## config.mk

```make
export PLATFORM = sky130hd
export DESIGN_NAME = beatmap_pattern_gen
export DESIGN_NICKNAME = d
export VERILOG_FILES = /design/src/rtl/beatmap_pattern_gen.sv
export SDC_FILE = /design/constraint.sdc
export NUM_CORES = 1
export LEC_CHECK = 0
export BUFFER_PORTS_ARGS = -buffer_cell sky130_fd_sc_hd__buf_4
export CAP_MARGIN = 20
export CORE_MARGIN = 3
export CORE_UTILIZATION = 45
export DETAILED_ROUTE_END_ITERATION = 8
export PLACE_DENSITY = 0.76
export RECOVER_POWER = 25
export SLEW_MARGIN = 25
export SYNTH_ARGS = -nofsm -noshare
export SYNTH_HDL_FRONTEND = slang
export SYNTH_SLANG_ARGS = --single-unit
```

## constraint.sdc

```tcl
create_clock -name clk -period 5.7 [get_ports clk]
set_input_delay 0.57 -clock clk [delete_from_list [all_inputs] [get_ports clk]]
set_output_delay 0.57 -clock clk [all_outputs]
set_load 0.005 [all_outputs]
```

## src/rtl/beatmap_pattern_gen.sv

```systemverilog
// Beatmap note-position generator: arithmetic sequence per beat tick with wrap/bounce/one-shot modes.
// Optional LOOP_CNT_EN adds a saturating loop counter output (loop_cnt).
module beatmap_pattern_gen #(
    parameter int unsigned DATA_W = 8,
    parameter int unsigned START  = 180,
    parameter int unsigned STOP   = 196,
    parameter int unsigned STEP   = 4,
    parameter int unsigned MODE   = 0,
    parameter int unsigned LOOP_W = 8
) (
    input  logic              clk,
    input  logic              reset,
    input  logic              start,
    input  logic              stop,
    input  logic              tick,
    input  logic              out_ready,
    output logic              out_valid,
    output logic [DATA_W-1:0] data,
    output logic              busy,
    output logic              done,
`ifdef LOOP_CNT_EN
    output logic [LOOP_W-1:0] loop_cnt,
`endif
    output logic              overrun
);

    localparam int unsigned SUM_W = DATA_W + 1;
    localparam logic [SUM_W-1:0]  START_S = SUM_W'(START);
    localparam logic [SUM_W-1:0]  STOP_S  = SUM_W'(STOP);
    localparam logic [SUM_W-1:0]  STEP_S  = SUM_W'(STEP);
    localparam logic [DATA_W-1:0] START_D = DATA_W'(START);
    localparam bit BOUNCE  = (MODE == 1);
    localparam bit ONESHOT = (MODE == 2);

    if (START > STOP) begin : g_chk_range
        $fatal(1, "beatmap_pattern_gen: START must not exceed STOP");
    end
    if (STEP < 1) begin : g_chk_step
        $fatal(1, "beatmap_pattern_gen: STEP must be at least 1");
    end
    if (64'(STOP) >= (64'(1) << DATA_W)) begin : g_chk_width
        $fatal(1, "beatmap_pattern_gen: STOP does not fit in DATA_W bits");
    end
    if (MODE > 2) begin : g_chk_mode
        $fatal(1, "beatmap_pattern_gen: MODE must be 0, 1 or 2");
    end
    if (BOUNCE && ((STOP - START) < STEP)) begin : g_chk_bounce
        $fatal(1, "beatmap_pattern_gen: bounce needs STOP - START >= STEP");
    end
    if (LOOP_W < 1) begin : g_chk_loop
        $fatal(1, "beatmap_pattern_gen: LOOP_W must be at least 1");
    end

    typedef enum logic [1:0] {
        S_IDLE = 2'd0,
        S_RUN  = 2'd1,
        S_DONE = 2'd2
    } state_t;

    state_t              state, state_nxt;
    logic [DATA_W-1:0]   next_pos, pos_nxt, data_nxt;
    logic                dir_down, dir_nxt;
    logic                last, last_nxt;
    logic                valid_nxt, done_nxt, overrun_nxt;

    logic [SUM_W-1:0]    cur_s, sum_s, diff_s;
    logic                over, low;
    logic [DATA_W-1:0]   adv_pos;
    logic                adv_dir, adv_last;

`ifdef LOOP_CNT_EN
    logic [LOOP_W-1:0]   loop_nxt;
    logic                seen, seen_nxt;
`endif

    // Successor of the sample being loaded, computed one bit wider to catch overflow past STOP
    always_comb begin
        cur_s    = {1'b0, next_pos};
        sum_s    = cur_s + STEP_S;
        diff_s   = cur_s - STEP_S;
        over     = (sum_s > STOP_S);
        low      = (cur_s < (START_S + STEP_S));
        adv_pos  = DATA_W'(sum_s);
        adv_dir  = dir_down;
        adv_last = 1'b0;
        if (BOUNCE) begin
            if (!dir_down) begin
                if (over) begin
                    adv_dir = 1'b1;
                    adv_pos = DATA_W'(diff_s);
                end
            end else if (low) begin
                adv_dir = 1'b0;
            end else begin
                adv_pos = DATA_W'(diff_s);
            end
        end else if (ONESHOT) begin
            adv_last = over;
        end else if (over) begin
            adv_pos = START_D;
        end
    end

    // Next-state and registered-output logic; stop beats start, start beats tick
    always_comb begin
        state_nxt   = state;
        data_nxt    = data;
        valid_nxt   = out_valid;
        done_nxt    = done;
        overrun_nxt = overrun;
        dir_nxt     = dir_down;
        pos_nxt     = next_pos;
        last_nxt    = last;
`ifdef LOOP_CNT_EN
        loop_nxt    = loop_cnt;
        seen_nxt    = seen;
`endif
        if (stop) begin
            state_nxt = S_IDLE;
            valid_nxt = 1'b0;
        end else if (start) begin
            state_nxt   = S_RUN;
            valid_nxt   = 1'b0;
            done_nxt    = 1'b0;
            overrun_nxt = 1'b0;
            dir_nxt     = 1'b0;
            pos_nxt     = START_D;
            last_nxt    = 1'b0;
`ifdef LOOP_CNT_EN
            loop_nxt    = '0;
            seen_nxt    = 1'b0;
`endif
        end else if (state == S_RUN) begin
            if (out_valid && out_ready) begin
                valid_nxt = 1'b0;
                if (last) begin
                    done_nxt  = 1'b1;
                    state_nxt = S_DONE;
                end
`ifdef LOOP_CNT_EN
                if (data == START_D) begin
                    if (seen && !(&loop_cnt)) begin
                        loop_nxt = loop_cnt + LOOP_W'(1);
                    end
                    seen_nxt = 1'b1;
                end
`endif
            end
            // Once the final one-shot sample is loaded, further ticks are simply ignored
            if (tick && !last) begin
                if (out_valid && !out_ready) begin
                    overrun_nxt = 1'b1;
                end else begin
                    data_nxt  = next_pos;
                    valid_nxt = 1'b1;
                    pos_nxt   = adv_pos;
                    dir_nxt   = adv_dir;
                    last_nxt  = adv_last;
                end
            end
        end
    end

    always_ff @(posedge clk or posedge reset) begin
        if (reset) begin
            state     <= S_IDLE;
            data      <= START_D;
            out_valid <= 1'b0;
            busy      <= 1'b0;
            done      <= 1'b0;
            overrun   <= 1'b0;
            dir_down  <= 1'b0;
            next_pos  <= START_D;
            last      <= 1'b0;
`ifdef LOOP_CNT_EN
            loop_cnt  <= '0;
            seen      <= 1'b0;
`endif
        end else begin
            state     <= state_nxt;
            data      <= data_nxt;
            out_valid <= valid_nxt;
            busy      <= (state_nxt == S_RUN);
            done      <= done_nxt;
            overrun   <= overrun_nxt;
            dir_down  <= dir_nxt;
            next_pos  <= pos_nxt;
            last      <= last_nxt;
`ifdef LOOP_CNT_EN
            loop_cnt  <= loop_nxt;
            seen      <= seen_nxt;
`endif
        end
    end

endmodule

```

; Word-level counts from Yosys, hierarchy flattened
; Index checks and enable logic that the tools add are counted.
[totals]
output_inout_bits = 12
input_bits = 6
reg_bits = 23
[op_classes]
add_sub_neg = 1
mux = 28
n_eq_ne = 3
order_cmp = 1
reduce_logical = 15
bitwise_logic = 3
[op_table]
columns = cell, n
row1 = $mux 8, 5
row2 = $mux 1, 18
row3 = $reduce_and 4->1, 3
row4 = $mux 2, 5
row5 = $reduce_bool 2->1, 5
row6 = $add 8x3->9 const B, 1
row7 = $gt 9x8->1 const B, 1
row8 = $reduce_and 5->1, 1
row9 = $eq 2x1->1 const B, 2
row10 = $logic_and 1x1->1, 3
row11 = $not 1->1, 3
row12 = $reduce_bool 3->1, 1
row13 = $logic_not 1->1, 2
row14 = $ne 2x2->1 const B, 1

; Logic depth before layout (Yosys ltp)
; Gate-level depths: netlist of run 1.
[logic_depth]
depth_word = 7
ltp_mapped = 7
mapped_depth_nobuf = 7

; Worst setup path before layout of run 1
; No wires, ideal clock.
[synth_timing]
path_type = reg-to-reg
from = reg next_pos[2]
to = reg next_pos[6]
t_arrival_ns = 1.813
setup_time_ns = 0.066
synth_period_minus_slack_ns = 1.879
path_stages_with_launch = 8
path_slack_ns = 3.821
required_time_ns = 5.634
path_cell_list = dfstp_2 > inv_1 > ha_1 > nor2b_1 > o2111ai_1 > and4_1 > a311oi_4 > a22o_1
[synth_via]
elab_chain_cells = 7
[synth_lines]
columns = element, line_no
row1 = start: declaration, 61  ; logic [DATA_W-1:0] next_pos, pos_nxt, data_nxt;
row2 = start signal: assignment, 187  ; next_pos <= pos_nxt;
row3 = $add 8x3->9 *, 79  ; sum_s = cur_s + STEP_S;
row4 = $gt 9x8->1, 81  ; over = (sum_s > STOP_S);
row5 = $mux 8 *, 99  ; end else if (over) begin
row6 = $mux 8 *, 151  ; if (out_valid && !out_ready) begin
row7 = $mux 8 *, 150  ; if (tick && !last) begin
row8 = $mux 8 *, 133  ; end else if (state == S_RUN) begin
row9 = $mux 8 *, 121  ; end else if (start) begin
; Every way passes the cells marked *; elsewhere a longest branch is shown, timed or not. The select of a mux whose other input is x is not followed.
; A chain may end at the register's enable or synchronous reset.

; Final worst setup path of run 1
; Ends and elaborated chain as after synthesis.

==> impl_table.tex, run 1 <==
\begin{tabular}{lr}
\hline
Metric & Value \\
\hline
\multicolumn{2}{l}{\textbf{Status}} \\
\quad Outcome & complete, no violations \\
\multicolumn{2}{l}{\textbf{Clocking}} \\
\quad Number of buffers inserted to repair setup after CTS & 0 \\
\quad PostCTS Resize Cnt & 0 \\
\quad Clock root cell & sky130\_fd\_sc\_hd\_\_clkbuf\_4 \\
\quad Count of clock tree sinks & 18 \\
\quad Source-to-sink clock delay at the later pin of the worst-skew pair & 0.30 ns \\
\quad Buffer levels on the longest clock path & 2 \\
\quad Register clock-pin slew on the reported worst setup and hold paths & 0.10 ns \\
\quad H-tree levels & 1 \\
\quad Number of clock buffers inserted by TritonCTS & 3 \\
\quad Count of hold buffers inserted by post-cts repair & 0 \\
\quad CTS tree & done \\
\multicolumn{2}{l}{\textbf{Floorplanning}} \\
\quad Starting density of the core & 0.507 \\
\quad Number of I/O pins & 18 \\
\quad Area of the die & 2650 um\^{}2 \\
\quad Height of the chip & 51.5 um \\
\quad Area of the core region & 1840 um\^{}2 \\
\quad Core Rows & 15 \\
\quad Horiz. Die Dim & 51.5 um \\
\multicolumn{2}{l}{\textbf{Synth}} \\
\quad Number of distinct library cells after synthesis & 34 \\
\quad Synth Area per Inst & 10.0 um\^{}2 \\
\quad Cell Area, Synth & 932 um\^{}2 \\
\quad Number of warnings printed during yosys synthesis & 0 \\
\quad Cell type with the largest total area after synthesis & sky130\_fd\_sc\_hd\_\_dfrtp\_1 \\
\quad Synth area leaders & sky130\_fd\_sc\_hd\_\_dfrtp\_1 27\%, sky130\_fd\_sc\_hd\_\_dfstp\_2 23\%, sky130\_fd\_sc\_hd\_\_nand2\_1 7.2\%, sky130\_fd\_sc\_hd\_\_nor2\_1 3.6\%, sky130\_fd\_sc\_hd\_\_a311oi\_4 2.8\% \\
\quad Synth Flop Type & sky130\_fd\_sc\_hd\_\_dfrtp\_1 \\
\quad Fraction of post-synthesis cell area in the top cell type by area & 0.268 \\
\quad Async SR Flop Fraction & 1.00 \\
\quad Post-synth EDFFs & 0 \\
\quad Sequential cell area fraction in the yosys report & 0.494 \\
\quad \#FFs+latches synth & 18 \\
\quad Cell count after synthesis & 93 \\
\multicolumn{2}{l}{\textbf{Power and ir drop}} \\
\quad Fraction of power consumed by combinational cells & 0.182 \\
\quad Internal & 0.210 mW \\
\quad Switching Fraction & 0.264 \\
\quad Power share of the sequential group & 0.537 \\
\quad Worst ir drop on vdd & 0.160 mV \\
\quad Leakage component of the power & 0.510 nW \\
\quad Switching power total & 0.0754 mW \\
\quad Power per cell area & 261 nW/um\^{}2 \\
\quad Clock network fraction of design power & 0.281 \\
\multicolumn{2}{l}{\textbf{STA}} \\
\quad Least setup slack across all paths after layout & 3.67 ns \\
\quad Setup repair after global routing missed its margin & false \\
\quad Slew at the pin with the worst max-slew slack & 0.648 ns \\
\quad Max Slew Vio Count & 0 \\
\quad Worst Skew & 0.00415 ns \\
\quad Final number of hold-violating endpoints & 0 \\
\quad Shortest period the worst path allows & 2.03 ns \\
\quad Relative slew slack & 0.567 \\
\quad Total Neg Setup Slack & 0 ns \\
\quad Part of the cycle the worst path needs & 0.356 \\
\quad Setup violators final & 0 \\
\quad F\_max & 492 MHz \\
\multicolumn{2}{l}{\textbf{Worst setup path}} \\
\quad Critical setup path kind & register to register \\
\quad Launch instance of the worst register-to-register path & next\_pos[2]\$\_DFFE\_PP1P\_ \\
\quad Slowest CP cell & sky130\_fd\_sc\_hd\_\_dfstp\_2 \\
\quad Crit path required time & 5.94 ns \\
\quad Maximum net fanout on the critical path & 8 \\
\quad Critical path endpoint category & register \\
\quad R2r worst-path depth & 7 \\
\quad Register-to-register path setup slack & 3.67 ns \\
\quad Critical Path Max Stage Delay & 0.60 ns \\
\quad Source of the critical timing path & next\_pos[2]\$\_DFFE\_PP1P\_ \\
\quad Ordered cell list for the critical path & inv\_1, ha\_1, nor2b\_1, o2111ai\_1, and4\_1, a311oi\_4, a22o\_1 \\
\quad Arrival time worst endpoint & 2.27 ns \\
\quad Kind of start point of the critical path & register \\
\multicolumn{2}{l}{\textbf{GRT}} \\
\quad GR Util All Layers & 0.148 \\
\quad Total grt overflow & 0 \\
\quad Wire length of the first global-routing pass & 2930 um \\
\quad Maximum number of pins on one net before global-route repair & 19 \\
\quad Number of global-route vias before repair & 697 \\
\quad Initial antenna violation count & 0 \\
\multicolumn{2}{l}{\textbf{Cells and area}} \\
\quad Net count reported at finish & 119 \\
\quad Leading cell types in the layout, fill and taps excluded & 18 x sky130\_fd\_sc\_hd\_\_nand2\_1, 13 x sky130\_fd\_sc\_hd\_\_buf\_4, 10 x sky130\_fd\_sc\_hd\_\_dfrtp\_1, 9 x sky130\_fd\_sc\_hd\_\_nor2\_1, 8 x sky130\_fd\_sc\_hd\_\_dfstp\_2 \\
\quad Post-layout util & 0.594 \\
\quad Ratio of cells with drive above 1 in the final layout & 0.273 \\
\quad Syn-to-layout area delta & 17.2\% \\
\quad Most common library cell in the layout ignoring fill and taps & sky130\_fd\_sc\_hd\_\_nand2\_1 \\
\quad Number of antenna cells inserted & 0 \\
\multicolumn{2}{l}{\textbf{Place}} \\
\quad Setup Slack @ Placement & 3.70 ns \\
\quad Number of buffer cells added on primary ports & 15 \\
\quad Placer Congestion & 0.799 \\
\quad Dpl hpwl & 1260 um \\
\multicolumn{2}{l}{\textbf{Routing}} \\
\quad Drt first pass iters & 4 \\
\quad Number of vias after detailed routing & 714 \\
\quad DRC viols & 0 \\
\quad Vias per std cell & 5.29 \\
\quad Average detailed-routed wire length per instance & 12.2 um \\
\quad Remaining antenna violation count after routing & 0 \\
\quad DRT Wirelength & 1650 um \\
\quad Number of design-rule violations left by the first detailed-router iteration & 24 \\
\multicolumn{2}{l}{\textbf{Job}} \\
\quad Max\_cap viols & 0 \\
\multicolumn{2}{l}{\textbf{Worst hold path}} \\
\quad Path category of the worst min-delay check & input pin to asynchronous set/reset pin \\
\hline
\end{tabular}
-- per-stage QoR --
step           hold slack [ns]  instance area [um^2]  total power [mW]  cells
2_1_floorplan            0.448                   936             0.185     94
3_3_place_gp             0.445                  1060             0.207    131
3_5_place_dp             0.451                  1060             0.209    131
4_1_cts                  0.369                  1100             0.290    135
5_1_grt                  0.415                  1090             0.300    135
6_report                 0.352                  1090             0.285    135
-- registers in the layout (all words and copies together) (netlist names) --
register and count:
overrun 1, done 1, out_valid 1, next_pos 6, data 6, busy 1, state 2
-- metal layers --
metal | vias up | wire (um) | global-route usage
li1 | 355 | - | -
met1 | 326 | 775 | 0.193
met2 | 29 | 752 | 0.233
met3 | 4 | 89 | 0.0258
met4 | 0 | 31 | 0.0786
met5 | - | 0 | 0
-- area by class of cell --
| type | instances | area (um^2) |
|---|---|---|
| Fill cell | 165 | 747 |
| Tap cell | 25 | 31.3 |
| Inverter | 6 | 22.5 |
| Multi-Input combinational cell | 67 | 433 |
| Sequential cell | 18 | 460 |
| Clock buffer | 4 | 36.3 |
| Timing Repair Buffer | 15 | 109 |
-- path summary, 6_finish.rpt --
check                                                to
max in group asynchronous       next_pos[3]$_DFFE_PP0P_
min in group clk                    data[7]$_DFFE_PP1P_
worst min-delay path              out_valid$_DFFE_PP0P_
worst max-delay path            next_pos[6]$_DFFE_PP0P_
worst max register to register  next_pos[6]$_DFFE_PP0P_
worst min register to register      data[7]$_DFFE_PP1P_
-- Yosys cell counts, types with 2 or more instances --
cell type / count
sky130_fd_sc_hd__and2_1: 2
sky130_fd_sc_hd__a21oi_1: 3
sky130_fd_sc_hd__dfstp_2: 8
sky130_fd_sc_hd__and4_1: 2
sky130_fd_sc_hd__nor2b_1: 3
sky130_fd_sc_hd__nor2_1: 9
sky130_fd_sc_hd__nand2_1: 18
sky130_fd_sc_hd__buf_4: 2
sky130_fd_sc_hd__dfrtp_1: 10
sky130_fd_sc_hd__inv_1: 6
sky130_fd_sc_hd__ha_1: 2
sky130_fd_sc_hd__o21ai_0: 4
sky130_fd_sc_hd__nand3_1: 2
sky130_fd_sc_hd__a21boi_0: 2
-- critical path, delay by kind of cell (launching register included) --
kind / cells / cell delay, ns
AOI/OAI and AO/OA: 3 / 0.63
buffers and inverters: 1 / 0.07
adders and majority gates: 1 / 0.32
DFF: 1 / 0.60
and+or+nand+nor: 2 / 0.37
-- power by group through the flow --
stage	Combinational, mW	Sequential, mW	Clock, mW
2_1_floorplan	0.0294	0.156	0
3_3_place_gp	0.0522	0.155	0
3_5_place_dp	0.0530	0.156	0
4_1_cts	0.0532	0.154	0.0831
5_1_grt	0.0592	0.155	0.0857
6_report	0.0520	0.153	0.0801
-- cell families (layout without fill, tap and decap cells) --
logic type | after synthesis | after routing | share of synthesized area
AO/OA/AOI/OAI | 22 | 22 | 0.191
XOR/XNOR | 1 | 1 | 0.00940
adder cells (fa/ha/maj) | 2 | 2 | 0.0268
buffers and inverters | 9 | 25 | 0.0456
flip-flops | 18 | 18 | 0.494
other | 1 | 2 | 0.00402
AND/OR/NAND/NOR | 40 | 40 | 0.230
No activity file was read; power rests on OpenSTA's default activity.
==> inputs of run 2 (changes only) <==
--- a/config.mk
+++ b/config.mk
@@ -10,7 +10,7 @@
 export CORE_MARGIN = 3
 export CORE_UTILIZATION = 45
 export DETAILED_ROUTE_END_ITERATION = 8
-export PLACE_DENSITY = 0.76
+export PLACE_DENSITY = 0.79
 export RECOVER_POWER = 25
 export SLEW_MARGIN = 25
 export SYNTH_ARGS = -nofsm -noshare
==> constraint.sdc (replaced) <==
create_clock -name clk -period 1.78 [get_ports clk]
set_input_delay 0.178 -clock clk [delete_from_list [all_inputs] [get_ports clk]]
set_output_delay 0.178 -clock clk [all_outputs]
set_load 0.005 [all_outputs]
==> impl_table.tex, run 2 (same netlist as run 1, synthesis figures left out) <==
\begin{tabular}{lr}
\hline
Metric & Value \\
\hline
\multicolumn{2}{l}{\textbf{Clocking}} \\
\quad H-tree levels & 1 \\
\quad Source-to-sink clock delay at the later pin of the worst-skew pair & 0.30 ns \\
\quad CTS tree & done \\
\quad Register clock-pin slew on the reported worst setup and hold paths & 0.10 ns \\
\quad Number of buffers inserted to repair setup after CTS & 0 \\
\quad PostCTS Resize Cnt & 0 \\
\quad Count of clock tree sinks & 18 \\
\quad Buffer levels on the longest clock path & 2 \\
\quad Clock root cell & sky130\_fd\_sc\_hd\_\_clkbuf\_4 \\
\quad Number of clock buffers inserted by TritonCTS & 3 \\
\multicolumn{2}{l}{\textbf{STA}} \\
\quad Part of the cycle the worst path needs & 1.03 \\
\quad Max Slew Vio Count & 0 \\
\quad Final number of hold-violating endpoints & 0 \\
\quad Shortest period the worst path allows & 1.84 ns \\
\quad Setup repair after global routing missed its margin & true \\
\quad Least setup slack across all paths after layout & -0.0597 ns \\
\quad Slew at the pin with the worst max-slew slack & 0.660 ns \\
\quad Setup violators final & 3 \\
\quad F\_max & 544 MHz \\
\quad Relative slew slack & 0.560 \\
\quad Worst Skew & 0.00579 ns \\
\quad Final Hold Slack & 0.0713 ns \\
\multicolumn{2}{l}{\textbf{Cells and area}} \\
\quad Most common library cell in the layout ignoring fill and taps & sky130\_fd\_sc\_hd\_\_buf\_4 \\
\quad Ratio of cells with drive above 1 in the final layout & 0.353 \\
\quad Net count reported at finish & 128 \\
\quad Sequential cell area & 460 um\^{}2 \\
\quad Syn-to-layout area delta & 25.9\% \\
\quad Combined area of the multi-input logic cells & 450 um\^{}2 \\
\quad Post-layout instance area & 1170 um\^{}2 \\
\quad Leading cell types in the layout, fill and taps excluded & 22 x sky130\_fd\_sc\_hd\_\_buf\_4, 18 x sky130\_fd\_sc\_hd\_\_nand2\_1, 10 x sky130\_fd\_sc\_hd\_\_dfrtp\_1, 9 x sky130\_fd\_sc\_hd\_\_nor2\_1, 8 x sky130\_fd\_sc\_hd\_\_dfstp\_2 \\
\quad Post-layout util & 0.638 \\
\quad Largest registers in the final layout & data (6), next\_pos (6), state (2) \\
\quad Fillcell total & 146 \\
\quad Number of antenna cells inserted & 0 \\
\multicolumn{2}{l}{\textbf{GRT}} \\
\quad Total grt overflow & 0 \\
\quad Initial antenna violation count & 0 \\
\quad Wire length of the first global-routing pass & 3240 um \\
\quad Number of global-route vias before repair & 750 \\
\quad Maximum number of pins on one net before global-route repair & 19 \\
\quad GR Util All Layers & 0.167 \\
\multicolumn{2}{l}{\textbf{Power and ir drop}} \\
\quad Switching Fraction & 0.274 \\
\quad Switching power total & 0.248 mW \\
\quad Final Power & 0.904 mW \\
\quad Leakage component of the power & 0.546 nW \\
\quad Power per cell area & 770 nW/um\^{}2 \\
\quad Worst ir drop on vdd & 0.395 mV \\
\quad Internal & 0.656 mW \\
\quad Clock network fraction of design power & 0.239 \\
\quad Fraction of power consumed by combinational cells & 0.220 \\
\quad Power share of the sequential group & 0.540 \\
\multicolumn{2}{l}{\textbf{Place}} \\
\quad Cell Area, Placed & 1140 um\^{}2 \\
\quad Dpl hpwl & 1390 um \\
\quad Number of buffer cells added on primary ports & 15 \\
\quad Setup Slack @ Placement & -0.0796 ns \\
\quad Placer Congestion & 0.853 \\
\multicolumn{2}{l}{\textbf{Status}} \\
\quad Failing checks & negative setup slack \\
\quad Outcome & finished with violations \\
\multicolumn{2}{l}{\textbf{Worst setup path}} \\
\quad Maximum net fanout on the critical path & 5 \\
\quad Ordered cell list for the critical path & inv\_2, ha\_4, nor2b\_1, o2111ai\_1, and4\_4, a311oi\_4, a22o\_1 \\
\quad Critical setup path kind & register to register \\
\quad Kind of start point of the critical path & register \\
\quad Critical path endpoint category & register \\
\quad Count of buffer and inverter cells on the critical path & 1 \\
\quad Critical Path Max Stage Delay & 0.56 ns \\
\quad Kind of cell with the highest combined delay on the critical path & compound AO/OA/AOI/OAI gates \\
\quad Slowest CP cell & sky130\_fd\_sc\_hd\_\_dfstp\_2 \\
\quad Arrival time worst endpoint & 2.08 ns \\
\quad Crit path required time & 2.02 ns \\
\multicolumn{2}{l}{\textbf{Job}} \\
\quad Max\_cap viols & 0 \\
\multicolumn{2}{l}{\textbf{Floorplanning}} \\
\quad Area of the die & 2650 um\^{}2 \\
\quad Area of the core region & 1840 um\^{}2 \\
\quad Height of the chip & 51.5 um \\
\quad Core Rows & 15 \\
\quad Starting density of the core & 0.507 \\
\quad Horiz. Die Dim & 51.5 um \\
\quad Number of I/O pins & 18 \\
\multicolumn{2}{l}{\textbf{Routing}} \\
\quad Number of design-rule violations left by the first detailed-router iteration & 15 \\
\quad Remaining antenna violation count after routing & 0 \\
\quad Average detailed-routed wire length per instance & 13.0 um \\
\quad DRT Wirelength & 1870 um \\
\quad Vias per std cell & 5.25 \\
\quad DRC viols & 0 \\
\quad Drt first pass iters & 4 \\
\quad Number of vias after detailed routing & 756 \\
\multicolumn{2}{l}{\textbf{Worst hold path}} \\
\quad Path category of the worst min-delay check & input pin to register \\
\hline
\end{tabular}
-- run 2: worst register-to-register path: stages (launching register included) --
cell                        delay, ns
sky130_fd_sc_hd__dfstp_2         0.56
sky130_fd_sc_hd__inv_2           0.05
sky130_fd_sc_hd__ha_4            0.22
sky130_fd_sc_hd__nor2b_1         0.10
sky130_fd_sc_hd__o2111ai_1       0.11
sky130_fd_sc_hd__and4_4          0.22
sky130_fd_sc_hd__a311oi_4        0.33
sky130_fd_sc_hd__a22o_1          0.21
-- run 2: per-layer routing --
| layer | vias to the layer above | wire length, um | share of wire | track usage |
|---|---|---|---|---|
| met5 | - | 0 | 0 | 0 |
| met4 | 0 | 46 | 0.025 | 0.0917 |
| met3 | 5 | 112 | 0.060 | 0.0344 |
| met2 | 29 | 865 | 0.46 | 0.267 |
| met1 | 352 | 841 | 0.45 | 0.210 |
| li1 | 370 | - | - | - |
-- run 2: cell type report --
class	instances	area share
Tap cell	25	0.0267
Multi-Input combinational cell	67	0.384
Clock buffer	4	0.0224
Inverter	6	0.0192
Sequential cell	18	0.392
Timing Repair Buffer	24	0.156
-- run 2: timing repair --
action                                  4_1_cts  5_1_grt
cloned                                        0        0
pin swaps                                     4        0
hold buffers                                  1        0
endpoints found under the setup margin        5        5
endpoints found under the hold margin        10        0
-- run 2: power by group through the flow --
stage | Sequential (mW) | Clock (mW) | Combinational (mW)
global route | 0.494 | 0.248 | 0.224
floorplan | 0.499 | 0 | 0.101
global placement | 0.494 | 0 | 0.193
detailed placement | 0.497 | 0 | 0.199
finish | 0.488 | 0.217 | 0.199
CTS | 0.490 | 0.228 | 0.201
-- run 2: stage by stage --
step / instances / setup TNS [ns]
final: 144 / -0.119
after global routing: 144 / -0.546
after CTS: 144 / -0.0962
after detailed placement: 139 / -0.230
after global placement: 139 / -0.138
after floorplan: 94 / -0.0352
-- run 2: path summary, 6_finish.rpt --
check | slack (ns) | start | to | cells after the start
setup reg to reg | -0.06 | next_pos[2]$_DFFE_PP1P_ | next_pos[6]$_DFFE_PP0P_ | 7
setup / recovery | -0.06 | next_pos[2]$_DFFE_PP1P_ | next_pos[6]$_DFFE_PP0P_ | 7
min in group asynchronous | 0.52 | reset | data[6]$_DFFE_PP0P_ | 3
hold reg to reg | 0.47 | data[4]$_DFFE_PP1P_ | data[4]$_DFFE_PP1P_ | 2
max in group asynchronous | 0.84 | reset | next_pos[6]$_DFFE_PP0P_ | 3
hold / removal | 0.07 | stop | state[0]$_DFF_PP0_ | 2
